[config.mk]
export PLATFORM = sky130hd
export DESIGN_NAME = alu_simple
export DESIGN_NICKNAME = d
export VERILOG_FILES = /design/src/rtl/alu_simple.sv
export SDC_FILE = /design/constraint.sdc
export NUM_CORES = 2
export LEC_CHECK = 0
export CORE_UTILIZATION = 40
export DETAILED_ROUTE_END_ITERATION = 10
export PLACE_DENSITY_LB_ADDON = 0.08
export SETUP_SLACK_MARGIN = 0.3
export SLEW_MARGIN = 30
export SYNTH_ARGS = -nofsm -noshare
export SYNTH_HDL_FRONTEND = slang
export SYNTH_SLANG_ARGS = --single-unit
export TNS_END_PERCENT = 30
[constraint.sdc]
create_clock -name clk -period 9.8 [get_ports clk]
set_input_delay 0.98 -clock clk [delete_from_list [all_inputs] [get_ports clk]]
set_output_delay 0.98 -clock clk [all_outputs]
set_load 0.02 [all_outputs]
[src/rtl/alu_simple.sv]
// alu_simple: 32-bit single-cycle ALU with a registered result.
//
// Ports:
//   clk      rising-edge clock
//   rst_n    synchronous active-low reset; clears Out on the edge it is sampled low
//   In1      operand A, also the shift/rotate source
//   In2      operand B
//   opcode   operation select (ADD, SUB, MUL, AND, OR, XOR, NOR, SLT, SLTU, SHIFT, PASS B)
//   SR_Cont  shift/rotate mode, only meaningful when opcode is SHIFT
//   SR_Bit   shift/rotate amount 0..31, only meaningful when opcode is SHIFT
//   Out      result of the inputs sampled at the previous rising edge
//
// No flags are produced; carries and overflows simply wrap modulo 2^32.

module alu_simple (
  input  logic        clk,
  input  logic        rst_n,
  input  logic [31:0] In1,
  input  logic [31:0] In2,
  input  logic [3:0]  opcode,
  input  logic [2:0]  SR_Cont,
  input  logic [4:0]  SR_Bit,
  output logic [31:0] Out
);

  typedef enum logic [3:0] {
    OpAdd   = 4'b0000,
    OpSub   = 4'b0001,
    OpMul   = 4'b0010,
    OpAnd   = 4'b0011,
    OpOr    = 4'b0100,
    OpXor   = 4'b0101,
    OpNor   = 4'b0110,
    OpSlt   = 4'b0111,
    OpSltu  = 4'b1000,
    OpShift = 4'b1001,
    OpPassB = 4'b1010
  } op_e;

  logic [5:0]  rot_amt;
  logic [31:0] shift_res;
  logic [31:0] alu_res;

  // Complementary amount for rotates; a shift by 32 yields zero, so SR_Bit=0
  // degenerates cleanly to the unrotated operand.
  assign rot_amt = 6'd32 - {1'b0, SR_Bit};

  always_comb begin
    shift_res = In1;
    case (SR_Cont)
      3'b001:  shift_res = In1 << SR_Bit;
      3'b010:  shift_res = In1 >> SR_Bit;
      3'b011:  shift_res = $unsigned($signed(In1) >>> SR_Bit);
      3'b100:  shift_res = (In1 << SR_Bit) | (In1 >> rot_amt);
      3'b101:  shift_res = (In1 >> SR_Bit) | (In1 << rot_amt);
      default: shift_res = In1;
    endcase
  end

  always_comb begin
    alu_res = 32'h0;
    case (opcode)
      OpAdd:   alu_res = In1 + In2;
      OpSub:   alu_res = In1 - In2;
      // Low half of the product is identical for signed and unsigned operands.
      OpMul:   alu_res = In1 * In2;
      OpAnd:   alu_res = In1 & In2;
      OpOr:    alu_res = In1 | In2;
      OpXor:   alu_res = In1 ^ In2;
      OpNor:   alu_res = ~(In1 | In2);
      OpSlt:   alu_res = {31'h0, $signed(In1) < $signed(In2)};
      OpSltu:  alu_res = {31'h0, In1 < In2};
      OpShift: alu_res = shift_res;
      OpPassB: alu_res = In2;
      default: alu_res = 32'h0;
    endcase
  end

  always_ff @(posedge clk) begin
    if (!rst_n) begin
      Out <= 32'h0;
    end else begin
      Out <= alu_res;
    end
  end

endmodule

==> reports/qor.yml <==
clk_path_buf_depth: 2
synth_common_cells: "nor2_1, nand2_1, inv_1"
largest_reg_flops: 32
ys_ff_latch: 32
crit_buf_inv: 7
gr-total-overflow: 0
fin_ws_ns: 1.033
worstSetupPathType: "in -> reg"
synth.top_cell.area_share_pct: 29.26
routed-wl-met3_um: 15190
cp_common_cell: "fa_1"
ant_nets: 0
hpwl_um: 113300
cp-end-kind: "flop"
io_pins: 110
viasPerCell: 6.282
grt_usage_pct: 40.92
drtIter0Drc: 3404
slowest_stage: "clkinv_1"
finalSetupViolCount: 0
layout-drive-gt1-share_pct: 8.002
critPathTopFamily: "adder cells"
core_um2: 68950
avgRoutedWirePerCell_um: 31.42
postCtsSetupBuffers: 0
cts_resized: 0
whs_ns: 1.623
gp_congestion: 1.038
netlist-cell-type-count: 89
cap_viol_max_count: 0
dr_wl_met2_um: 62770
synth_top_area_cell: "fa_1"
cts_buffers: 5
initial_core_util_pct: 40.69
synth_fp_nets: 4410
fin_crit_sh_pct: 89.46
fin_setup_tns_ns: 0
path_clk_slew_ns: 0.06
top_register: "Out"
drv_slew: 0
synthesis.instances: 3702
wl_met1_um: 57000
synth_seq_area_share_pct: 2.283
relSlewSlack_pct: 29.57
synth.most_common_cell: "nor2_1"
top_layer: "met5"
vias: 29130
h-tree-depth: 2
startpoint_type: "primary input"
fillers: 7282
yosys_most_used_dff: "dfxtp_1"
die_h_um: 266.8
dp_slack_ns: 0.8639
worst_pin_slew_ns: 1.056
finalHoldViolCount: 0
fin_nets: 4407
synthArstFlopShare_pct: 0
netlist_top_cells_area: "fa_1, ha_1, nor2_1"
antenna_found_initial: 12
portBuffers: 109
clock_sinks: 32
die_w_um: 266.8
synth_edf_count: 0
wirelength_um: 145700
grt_max_degree: 78
dieArea_um2: 71200
largestRegisters: "Out (32)"
timing.fmax_mhz: 114.1
synth.cell_area_um2: 28050
cp_data_required_time_ns: 10.03
worst_hold_path_type: "in -> reg"
period_needed_ns: 8.767
grt_pass1_wl_um: 208300
crit_fanout: 13
rsz0062_at_grt: "false"
cts_tree: "yes"
outcome: "complete, no violations"
yosys_warnings: 0
grt_pass1_vias: 28730
post-route-drc-count: 0
cts-hold-fix-buffers: 0
rows: 96
worstPathArrival_ns: 9.00
cts_root_buf: "clkbuf_16"
first_pass_iters: 6
crit_path_max_incr_delay_ns: 0.78
area_growth_pct: 8.924
syn_area_per_cell_um2: 7.578
[cells in the final DEF (no fill, tap or decap), types with 22 or more instances in the layout]
master / count
mux2i_1: 124
o22ai_1: 25
clkdlybuf4s50_1: 103
nand2b_1: 25
dfxtp_1: 32
o21bai_1: 25
mux2_2: 56
buf_4: 151
a222oi_1: 22
a31oi_1: 43
o221ai_1: 29
nand2_1: 461
nor2_1: 507
ha_1: 219
inv_1: 458
xnor2_1: 70
o21ai_0: 177
o211ai_1: 49
a211oi_1: 39
a21o_1: 28
xor2_1: 23
a21oi_1: 198
nor3_1: 45
nand3_1: 27
fa_1: 410
[kinds of logic (layout without fill, tap and decap cells)]
| group | after synthesis | after routing | synth area share [%] |
|---|---|---|---|
| AOI/OAI and AO/OA | 820 | 820 | 19.45 |
| buffers and inverters | 751 | 748 | 10.48 |
| other | 0 | 7 | 0 |
| adders and majority gates | 630 | 630 | 39.07 |
| xor gates and xnor gates | 97 | 97 | 3.028 |
| muxes | 203 | 203 | 8.465 |
| and+or+nand+nor | 1169 | 1169 | 17.23 |
| DFF | 32 | 32 | 2.283 |
[layer usage]
layer	up-vias	global-route usage, %
li1	12340	-
met1	14520	52.03
met2	1782	62.01
met3	486	10.54
met4	6	25.02
met5	-	0
[final cells by class]
| type | count | area [um^2] | area share (%) |
|---|---|---|---|
| Multi-Input combinational cell | 2919 | 24570 | 80.40 |
| Antenna cell | 7 | 17.52 | 0.05732 |
| Timing Repair Buffer | 259 | 2205 | 7.214 |
| Clock buffer | 7 | 152.6 | 0.4995 |
| Tap cell | 931 | 1165 | 3.812 |
| Inverter | 482 | 1810 | 5.925 |
| Sequential cell | 32 | 640.6 | 2.096 |
[through the flow]
stage / util (%) / area [um^2] / cells
final: 44.32 / 30560 / 4637
after detailed placement: 44.07 / 30390 / 4623
after CTS: 44.29 / 30540 / 4630
after floorplan: - / 28050 / 3702
after global routing: 44.30 / 30540 / 4630
after global placement: 44.06 / 30380 / 4623
[final timing paths]
check              start  endpoint  slack (ns)  cells after the start
setup / recovery  In1[5]   Out[31]        1.03                     26
hold / removal    In2[1]    Out[1]        1.62                      4
Power is not shown: default switching activity piles up to over one toggle a cycle in this logic, so the estimate is an artifact.
